--- src/rtl/life_pkg.sv ---
// Shared board geometry and VGA timing for the Life engine, the cell locator and the colour stage.
package life_pkg;

    localparam int BIT_WIDTH    = 3;
    localparam int BIT_HEIGHT   = 3;
    localparam int BOARD_WIDTH  = 2 ** BIT_WIDTH;
    localparam int BOARD_HEIGHT = 2 ** BIT_HEIGHT;
    localparam int CELL_SIZE    = 50;

    localparam int H_ACTIVE = 640;
    localparam int V_ACTIVE = 480;
    localparam int H_TOTAL  = 800;
    localparam int V_TOTAL  = 525;

    localparam int X0 = (H_ACTIVE - CELL_SIZE * BOARD_WIDTH) / 2;
    localparam int Y0 = (V_ACTIVE - CELL_SIZE * BOARD_HEIGHT) / 2;

    localparam int POS_W = 10;
    localparam int SUB_W = 6;

    typedef logic [BIT_WIDTH+BIT_HEIGHT-1:0] cell_addr_t;

    typedef enum logic {
        TRK_UNLOCKED = 1'b0,
        TRK_LOCKED   = 1'b1
    } trk_state_t;

    // Next raster coordinate, wrapping at total-1.
    function automatic logic [POS_W-1:0] wrap_inc(input logic [POS_W-1:0] pos, input int total);
        if (int'(pos) == total - 1)
            return '0;
        else
            return pos + 1'b1;
    endfunction

endpackage

--- src/rtl/life_axis_counter.sv ---
// Incremental cell/sub-cell tracker for one raster axis; outputs describe the position presented this cycle.
module life_axis_counter
    import life_pkg::*;
#(
    parameter int IDX_W     = 3,
    parameter int COUNT     = 8,
    parameter int CELL_SIZE = 50
) (
    input  logic             clk,
    input  logic             reset,
    input  logic             en,
    input  logic             load,
    input  logic             step,
    output logic [IDX_W-1:0] idx,
    output logic [SUB_W-1:0] sub,
    output logic             active
);

    localparam logic [SUB_W-1:0] SUB_LAST = SUB_W'(CELL_SIZE - 1);
    localparam logic [IDX_W-1:0] IDX_LAST = IDX_W'(COUNT - 1);

    logic [IDX_W-1:0] idx_reg, idx_next;
    logic [SUB_W-1:0] sub_reg, sub_next;
    logic             active_reg, active_next;

    always_comb begin
        idx_next    = idx_reg;
        sub_next    = sub_reg;
        active_next = active_reg;
        if (en) begin
            if (load) begin
                idx_next    = '0;
                sub_next    = '0;
                active_next = 1'b1;
            end else if (step) begin
                active_next = 1'b1;
                if (sub_reg == SUB_LAST) begin
                    sub_next = '0;
                    // Saturate so a missed band end can never alias to column/row 0.
                    if (idx_reg != IDX_LAST)
                        idx_next = idx_reg + 1'b1;
                end else begin
                    sub_next = sub_reg + 1'b1;
                end
            end else begin
                idx_next    = '0;
                sub_next    = '0;
                active_next = 1'b0;
            end
        end
    end

    always_ff @(posedge clk) begin
        if (reset) begin
            idx_reg    <= '0;
            sub_reg    <= '0;
            active_reg <= 1'b0;
        end else begin
            idx_reg    <= idx_next;
            sub_reg    <= sub_next;
            active_reg <= active_next;
        end
    end

    assign idx    = idx_next;
    assign sub    = sub_next;
    assign active = active_next;

endmodule

--- src/rtl/life_cell_locator.sv ---
// Divider-free raster-to-cell mapper with raster continuity tracking; all outputs lag hpos/vpos by one clock.
module life_cell_locator
    import life_pkg::*;
#(
    parameter int CELL_SIZE = life_pkg::CELL_SIZE,
    parameter int H_ACTIVE  = life_pkg::H_ACTIVE,
    parameter int V_ACTIVE  = life_pkg::V_ACTIVE,
    parameter int H_TOTAL   = life_pkg::H_TOTAL,
    parameter int V_TOTAL   = life_pkg::V_TOTAL
) (
    input  logic             clk,
    input  logic             reset,
    input  logic [POS_W-1:0] hpos,
    input  logic [POS_W-1:0] vpos,
    output logic             in_board,
    output logic             visible,
    output cell_addr_t       cell_addr,
    output logic [SUB_W-1:0] sub_x,
    output logic [SUB_W-1:0] sub_y,
    output logic             cell_edge,
    output logic             frame_start,
    output logic             resync
);

    localparam int X_START = (H_ACTIVE - CELL_SIZE * BOARD_WIDTH) / 2;
    localparam int Y_START = (V_ACTIVE - CELL_SIZE * BOARD_HEIGHT) / 2;
    localparam int X_END   = X_START + CELL_SIZE * BOARD_WIDTH;
    localparam int Y_END   = Y_START + CELL_SIZE * BOARD_HEIGHT;

    localparam logic [POS_W-1:0] X_START_P  = POS_W'(X_START);
    localparam logic [POS_W-1:0] Y_START_P  = POS_W'(Y_START);
    localparam logic [POS_W-1:0] X_END_P    = POS_W'(X_END);
    localparam logic [POS_W-1:0] Y_END_P    = POS_W'(Y_END);
    localparam logic [POS_W-1:0] H_ACTIVE_P = POS_W'(H_ACTIVE);
    localparam logic [POS_W-1:0] V_ACTIVE_P = POS_W'(V_ACTIVE);
    localparam logic [POS_W-1:0] H_LAST_P   = POS_W'(H_TOTAL - 1);
    localparam logic [SUB_W-1:0] SUB_LAST   = SUB_W'(CELL_SIZE - 1);

    trk_state_t             state_reg;
    logic [POS_W-1:0]       prev_h_reg, prev_v_reg;
    logic                   in_board_reg, visible_reg, cell_edge_reg;
    logic                   frame_start_reg, resync_reg;
    cell_addr_t             cell_addr_reg;
    logic [SUB_W-1:0]       sub_x_reg, sub_y_reg;

    logic [BIT_WIDTH-1:0]   h_idx;
    logic [BIT_HEIGHT-1:0]  v_idx;
    logic [SUB_W-1:0]       h_sub, v_sub;
    logic                   h_active, v_active;

    logic [POS_W-1:0]       exp_h, exp_v;
    logic                   origin, discont, locked_now, in_board_next, cell_edge_next;

    life_axis_counter #(
        .IDX_W(BIT_WIDTH), .COUNT(BOARD_WIDTH), .CELL_SIZE(CELL_SIZE)
    ) u_h_axis (
        .clk(clk), .reset(reset),
        .en(1'b1),
        .load(hpos == X_START_P),
        .step((hpos > X_START_P) && (hpos < X_END_P)),
        .idx(h_idx), .sub(h_sub), .active(h_active)
    );

    // The vertical axis only advances at the start of each line.
    life_axis_counter #(
        .IDX_W(BIT_HEIGHT), .COUNT(BOARD_HEIGHT), .CELL_SIZE(CELL_SIZE)
    ) u_v_axis (
        .clk(clk), .reset(reset),
        .en(hpos == '0),
        .load(vpos == Y_START_P),
        .step((vpos > Y_START_P) && (vpos < Y_END_P)),
        .idx(v_idx), .sub(v_sub), .active(v_active)
    );

    always_comb begin
        origin = (hpos == '0) && (vpos == '0);
        exp_h  = wrap_inc(prev_h_reg, H_TOTAL);
        exp_v  = (prev_h_reg == H_LAST_P) ? wrap_inc(prev_v_reg, V_TOTAL) : prev_v_reg;
        discont = (hpos != exp_h) || (vpos != exp_v);
        // The pixel that triggers a lock or an unlock is already judged by the new state.
        locked_now = (state_reg == TRK_LOCKED) ? !discont : origin;
        in_board_next  = locked_now && h_active && v_active;
        cell_edge_next = in_board_next &&
                         ((h_sub == '0) || (h_sub == SUB_LAST) ||
                          (v_sub == '0) || (v_sub == SUB_LAST));
    end

    always_ff @(posedge clk) begin
        if (reset) begin
            state_reg       <= TRK_UNLOCKED;
            prev_h_reg      <= '0;
            prev_v_reg      <= '0;
            in_board_reg    <= 1'b0;
            visible_reg     <= 1'b0;
            cell_edge_reg   <= 1'b0;
            frame_start_reg <= 1'b0;
            resync_reg      <= 1'b0;
            cell_addr_reg   <= '0;
            sub_x_reg       <= '0;
            sub_y_reg       <= '0;
        end else begin
            prev_h_reg      <= hpos;
            prev_v_reg      <= vpos;
            visible_reg     <= (hpos < H_ACTIVE_P) && (vpos < V_ACTIVE_P);
            frame_start_reg <= origin;
            in_board_reg    <= in_board_next;
            cell_edge_reg   <= cell_edge_next;
            cell_addr_reg   <= in_board_next ? cell_addr_t'({v_idx, h_idx}) : '0;
            sub_x_reg       <= in_board_next ? h_sub : '0;
            sub_y_reg       <= in_board_next ? v_sub : '0;
            resync_reg      <= 1'b0;
            case (state_reg)
                TRK_UNLOCKED: begin
                    if (origin)
                        state_reg <= TRK_LOCKED;
                end
                TRK_LOCKED: begin
                    if (discont) begin
                        state_reg  <= TRK_UNLOCKED;
                        resync_reg <= 1'b1;
                    end
                end
                default: state_reg <= TRK_UNLOCKED;
            endcase
        end
    end

    assign in_board    = in_board_reg;
    assign visible     = visible_reg;
    assign cell_addr   = cell_addr_reg;
    assign sub_x       = sub_x_reg;
    assign sub_y       = sub_y_reg;
    assign cell_edge   = cell_edge_reg;
    assign frame_start = frame_start_reg;
    assign resync      = resync_reg;

endmodule

--- config.mk ---
export PLATFORM = sky130hd
export DESIGN_NAME = life_cell_locator
export DESIGN_NICKNAME = d
export VERILOG_FILES = /design/src/rtl/life_pkg.sv /design/src/rtl/life_axis_counter.sv /design/src/rtl/life_cell_locator.sv
export SDC_FILE = /design/constraint.sdc
export NUM_CORES = 1
export LEC_CHECK = 0
export BUFFER_PORTS_ARGS = -buffer_cell sky130_fd_sc_hd__clkbuf_2
export CAP_MARGIN = 20
export CORE_ASPECT_RATIO = 1.25
export CORE_MARGIN = 1
export CORE_UTILIZATION = 25
export CTS_BUF_LIST = sky130_fd_sc_hd__clkbuf_16
export CTS_CLUSTER_SIZE = 24
export DETAILED_ROUTE_END_ITERATION = 10
export SYNTH_ARGS = -nofsm -noshare
export SYNTH_HDL_FRONTEND = slang
export SYNTH_HIERARCHICAL = 1
export SYNTH_SLANG_ARGS = --single-unit
--- constraint.sdc ---
create_clock -name clk -period 2.75 [get_ports clk]
set_clock_uncertainty 0.1 [all_clocks]
set_input_delay 0.275 -clock clk [delete_from_list [all_inputs] [get_ports clk]]
set_output_delay 0.275 -clock clk [all_outputs]
set_load 0.01 [all_outputs]
After elaboration in Yosys (flattened, before gate mapping)
Cells that the tools add are included.
Widths: inputs -> output; s select.
{"block": "word_totals", "regBits": 63, "input_bits": 22, "output_inout_bits": 23, "word_cells": 90}
{"block": "op_classes", "add_sub_neg": 6, "magnitude_cmp": 6, "eq_ne": 13, "mux": 29, "bitwise_logic": 2, "n_reduce_logical": 18}
{"op": "$mux 6", "n": 7}
{"op": "$mux 10", "n": 3}
{"op": "$mux 3", "n": 9}
{"op": "$eq 6x6->1 const B", "n": 4}
{"op": "$add 10x1->10 const B", "n": 2}
{"op": "$eq 10x10->1 const B", "n": 2}
{"op": "$logic_not 10->1", "n": 2}
{"op": "$lt 10x10->1 const B", "n": 2}
{"op": "$lt 10x9->1 const B", "n": 2}
{"op": "$ne 10x10->1", "n": 2}
{"op": "$add 6x1->6 const B", "n": 2}
{"op": "$logic_not 6->1", "n": 2}
{"op": "$eq 10x6->1 const B", "n": 1}
{"op": "$eq 10x7->1 const B", "n": 1}
{"op": "$eq 10x9->1 const B", "n": 1}
{"op": "$gt 10x6->1 const B", "n": 1}
{"op": "$gt 10x7->1 const B", "n": 1}
{"op": "$mux 1", "n": 9}
{"op": "$logic_and 1x1->1", "n": 7}
{"op": "$add 3x1->3 const B", "n": 2}
{"op": "$ne 3x3->1 const B", "n": 2}
{"op": "$logic_or 1x1->1", "n": 4}
{"op": "$reduce_or 2->1", "n": 2}
{"op": "$not 1->1", "n": 2}
{"op": "other kinds (2)", "n": 2}

Depth between registers and ports, before layout
{"block": "logic_depth", "word_depth": 11, "mapped_depth": 12, "ltp_nobuf": 10}

Cells and area by module
The synthesis kept the hierarchy.
{"module": "life_cell_locator", "instances": 1, "cells_each": 270, "area_per_inst_um2": 2374.8, "seq_area_each_um2": 880.8}
{"module": "life_axis_counter", "instances": 2, "cells_each": 79, "area_per_inst_um2": 650.6, "seq_area_each_um2": 200.2}

Worst setup path after synthesis
Ideal clock, no wire load.
{"block": "synth_timing", "kind": "register to register", "startpoint": "register prev_h_reg[0]", "endpoint": "register sub_x_reg[5] (netlist: sub_x[5])", "setup_time_ps": 62, "t_arrival_ps": 2809, "required_time_ps": 2588, "setup_slack_ps": -221, "path_stages_with_launch": 12, "n_path_buf": 2, "synth_period_minus_slack_ps": 2971, "cell_sequence": "dfxtp_1 -> ha_1 -> clkbuf_1 -> nand4_1 -> or4_2 -> o22ai_1 -> xor2_1 -> a2111oi_2 -> nand4_1 -> o32a_2 -> buf_6 -> nor2b_2"}
{"block": "synth_between", "elab_chain_len": 10, "word_cells_on_any_way": 14, "classes_between": "add/sub: 1; eq/ne: 4; mux: 3; bitwise: 1; reduce/logical: 5"}
{"item": "start: declaration", "line_no": "life_cell_locator.sv:40", "text": "logic [POS_W-1:0] prev_h_reg, prev_v_reg;"}
{"item": "start signal: assignment", "line_no": "life_cell_locator.sv:102", "text": "prev_h_reg <= hpos;"}
{"item": "$add 10x1->10, or another cell as far along", "line_no": "life_pkg.sv:33", "text": "return pos + 1'b1;"}
{"item": "$mux 10 (on tied branches)", "line_no": "life_pkg.sv:30, life_cell_locator.sv:78"}
{"item": "$ne 10x10->1", "line_no": "life_cell_locator.sv:79", "text": "discont = (hpos != exp_h) || (vpos != exp_v);"}
{"item": "$logic_or 1x1->1 *", "line_no": "life_cell_locator.sv:79"}
{"item": "$logic_not 1->1 *", "line_no": "life_cell_locator.sv:81", "text": "locked_now = (state_reg == TRK_LOCKED) ? !discont : origin;"}
{"item": "$mux 1 *", "line_no": "life_cell_locator.sv:81"}
{"item": "$logic_and 1x1->1 * (2 in series)", "line_no": "life_cell_locator.sv:82", "text": "in_board_next = locked_now && h_active && v_active;"}
{"item": "$not 1->1 (no line) *"}
{"item": "$reduce_or 2->1 (no line) *"}
{"item": "end signal: assignment", "line_no": "life_cell_locator.sv:109", "text": "sub_x_reg <= in_board_next ? h_sub : '0;"}
{"item": "end: declaration", "line_no": "life_cell_locator.sv:44", "text": "logic [SUB_W-1:0] sub_x_reg, sub_y_reg;"}
Mark *: on every way between the ends. The rest lies on a longest branch, timed or not.
A chain may end at the register's enable or synchronous reset.

Worst setup path after layout
{"block": "layout_timing", "startpoint": "register prev_h_reg[5]", "endpoint": "register cell_addr_reg[0] (netlist: cell_addr[0])"}
{"block": "layout_between", "elab_chain_len": 10, "word_cells_on_any_way": 14, "classes_between": "add/sub: 1; eq/ne: 4; mux: 3; bitwise: 1; reduce/logical: 5"}
{"item": "$add 10x1->10, or another cell as far along", "line_no": "life_pkg.sv:33"}
{"item": "$mux 10 (on tied branches)", "line_no": "life_pkg.sv:30, life_cell_locator.sv:78"}
{"item": "$ne 10x10->1", "line_no": "life_cell_locator.sv:79"}
{"item": "$logic_or 1x1->1 *", "line_no": "life_cell_locator.sv:79"}
{"item": "$logic_not 1->1 *", "line_no": "life_cell_locator.sv:81"}
{"item": "$mux 1 *", "line_no": "life_cell_locator.sv:81"}
{"item": "$logic_and 1x1->1 * (2 in series)", "line_no": "life_cell_locator.sv:82"}
{"item": "$not 1->1 (no line) *"}
{"item": "$reduce_or 2->1 (no line) *"}
{"item": "end signal: assignment", "line_no": "life_cell_locator.sv:108", "text": "cell_addr_reg <= in_board_next ? cell_addr_t'({v_idx, h_idx}) : '0;"}
{"item": "end: declaration", "line_no": "life_cell_locator.sv:43", "text": "cell_addr_t cell_addr_reg;"}
Marks and branches as above.

==> results.toml <==
[yosys]
synth.distinct_cells = 67
ys_top_cells_by_area = "dfxtp_1 (35%), nor2b_1 (4.1%), nor2b_2 (3.8%), o21ai_0 (3.1%), xor2_1 (3.1%)"
ys_ff_latch = 64
yosys_warnings = 6
synth_edf_count = 0
async_flop_share_pct = 0
synth_area_mm2 = 0.00368
synthFlopType = "dfxtp_1"
yosysSeqAreaShare_pct = 34.9
synth_cells = 428
synth_most_common_cell = "dfxtp_1"
synth_top_area_share_pct = 34.9
yosysTopAreaCell = "dfxtp_1"
netlist_top_cells_count = "dfxtp_1 (64), nor2_1 (29), nand2_1 (25)"
avgSynthCellArea_um2 = 8.59

[flow_run]
cap_violations = 0

[detailed_routing]
drcViolationCount = 0
vias = 3344
wl_um = 9450
dr.first_iter.drc_count = 152
dr.pass1.iters = 5
postRouteAntennaNets = 0
vias_per_cell = 4.92
wl_per_cell_um = 13.9

[layout]
final_cells = 679
synthToLayoutAreaGrowth_pct = 27.8
nets = 527
n_antenna_cell = 0
drive_gt1_share_pct = 27.7
final_core_util_pct = 32.7

[clock_network]
cts_buffers = 9
cts_buffer_depth = 2
cts-htree-levels = 3
cts_tree = "built"
cts_root_buffer = "clkbuf_16"
clkLatencyLatePin_ns = 0.33
path_clk_slew_ns = 0.06
clkSinkCount = 64
holdBufCountCts = 0

[pwr]
p_leak_nw = 1.74
p_per_area_mw_per_mm2 = 493
ir_worst_vdd_mv = 0.250

[setup_path]
slowest_stage = "or3_4"
max_stage_delay_ns = 0.42
cp.required_ns = 2.91
path_max_fanout = 10
critPathTopFamily = "simple AND/OR/NAND/NOR gates"
critPathKind = "flop to flop"
critPathBufInv = 3
crit_path_end_kind = "flop"
crit_path_cell_trace = "or3_4 > buf_4 > nor3_4 > buf_4 > o22ai_4 > xor2_1 > a2111oi_2 > nand4_1 > o32a_4 > clkbuf_16 > nor2b_2"
start_kind = "flop"
crit_arrival_ns = 2.91
cpMostUsedCell = "buf_4"

[sta]
slew_violations = 0
tns_ns = 0
hold_violations = 0
timing.final.ws_setup_ns = 0.00416
setup_viol = 0
max_freq_mhz = 364
max_slew_margin_pct = 66.3
min_period_ns = 2.75
worst_slew_pin_slew_ns = 0.505
rsz0062_at_grt = "yes"
fin_crit_sh_pct = 99.8

[placement]
dpl.hpwl_um = 7000
place_inst = 657
place_ws_ns = -0.0701
gp_routability_congestion = 0.894
place.port_buffers = 44

[floorplan]
dieArea_mm2 = 0.0152
rows = 49
core_area_mm2 = 0.0143
boundaryPins = 45
start_util_pct = 25.6
dieWidth_um = 110
dieHeight_um = 138

[global_route]
grt-ovfl-total = 0
grt_pass1_wl_um = 15000
antenna_found_initial = 0
grt_max_degree = 21
grt_usage_pct = 12.2
grt_pass1_vias = 3155

[outcome]
status = "finished clean"

[min_path]
holdCritPathClass = "primary input to flop"
==> layer usage <==
metal  GRT usage, %  wire length (um)
met1           14.3              4170
met2           21.0              4600
met3           2.95               435
met4           5.93               240
met5              0                 0
==> per-stage QoR <==
step | cell area (um2) | power (mW) | hold WS, ns
floorplan | 3700 | 1.12 | 0.244
global placement | 4200 | 1.18 | 0.320
detailed placement | 4200 | 1.19 | 0.347
CTS | 4510 | 2.33 | 0.122
global route | 4700 | 2.41 | 0.130
finish | 4700 | 2.32 | 0.130
==> where the power goes <==
group	switching (mW)	internal, mW	leakage, nW	total [mW]
Clock	0.434	0.701	0.139	1.14
Sequential	0.0208	0.947	0.523	0.968
Combinational	0.123	0.0917	1.07	0.215
Total	0.579	1.74	1.74	2.32
==> cells by family (layout without fill, tap and decap cells) <==
group,count (synthesis),count (layout),synth area share (%)
mux,10,10,2.72
fa+ha+maj,9,9,3.06
compound gates,86,86,15.9
simple gates,200,200,32.8
buf+inv,37,108,5.55
other cells,1,3,0.102
flops,64,64,34.9
xor+xnor,21,21,5.00
==> area by class of cell <==
| type | count | area [um2] |
|---|---|---|
| well taps | 178 | 223 |
| clock buffers | 9 | 225 |
| fillers | 1509 | 9650 |
| repair buffers | 75 | 504 |
| inverters | 17 | 63.8 |
| multi-input cells | 329 | 2320 |
| clock inverters | 7 | 71.3 |
| flip-flops and latches | 64 | 1290 |
==> what timing repair did <==
action / CTS / global route
gates cloned: 0 / 2
gates resized for setup: 4 / 22
setup endpoints to repair: 20 / 20
buffers inserted: 0 / 4
pin swaps: 0 / 4
==> worst paths after layout <==
check	from	to	slack [ns]	depth (start not counted)
setup reg to reg	prev_h_reg[5]	cell_addr[0]	0.004	11
setup / recovery	prev_h_reg[5]	cell_addr[0]	0.004	11
hold reg to reg	state_reg	state_reg	0.37	1
hold / removal	vpos[9]	visible	0.13	2
==> cells in the final DEF (no fill, tap or decap), types with 11 or more instances in the layout <==
cell type,netlist,layout
dfxtp_1,64,59
nor2b_1,24,24
inv_1,15,15
xor2_1,13,13
buf_4,0,27
nand2_1,25,25
clkbuf_16,0,11
a21oi_1,14,14
nand4_1,14,14
o21ai_0,23,22
nand3_1,16,16
clkbuf_2,0,44
nor2b_4,2,11
nor2_1,29,29
nor3_1,18,18
Note: power is estimated with default switching activity, not from simulation.
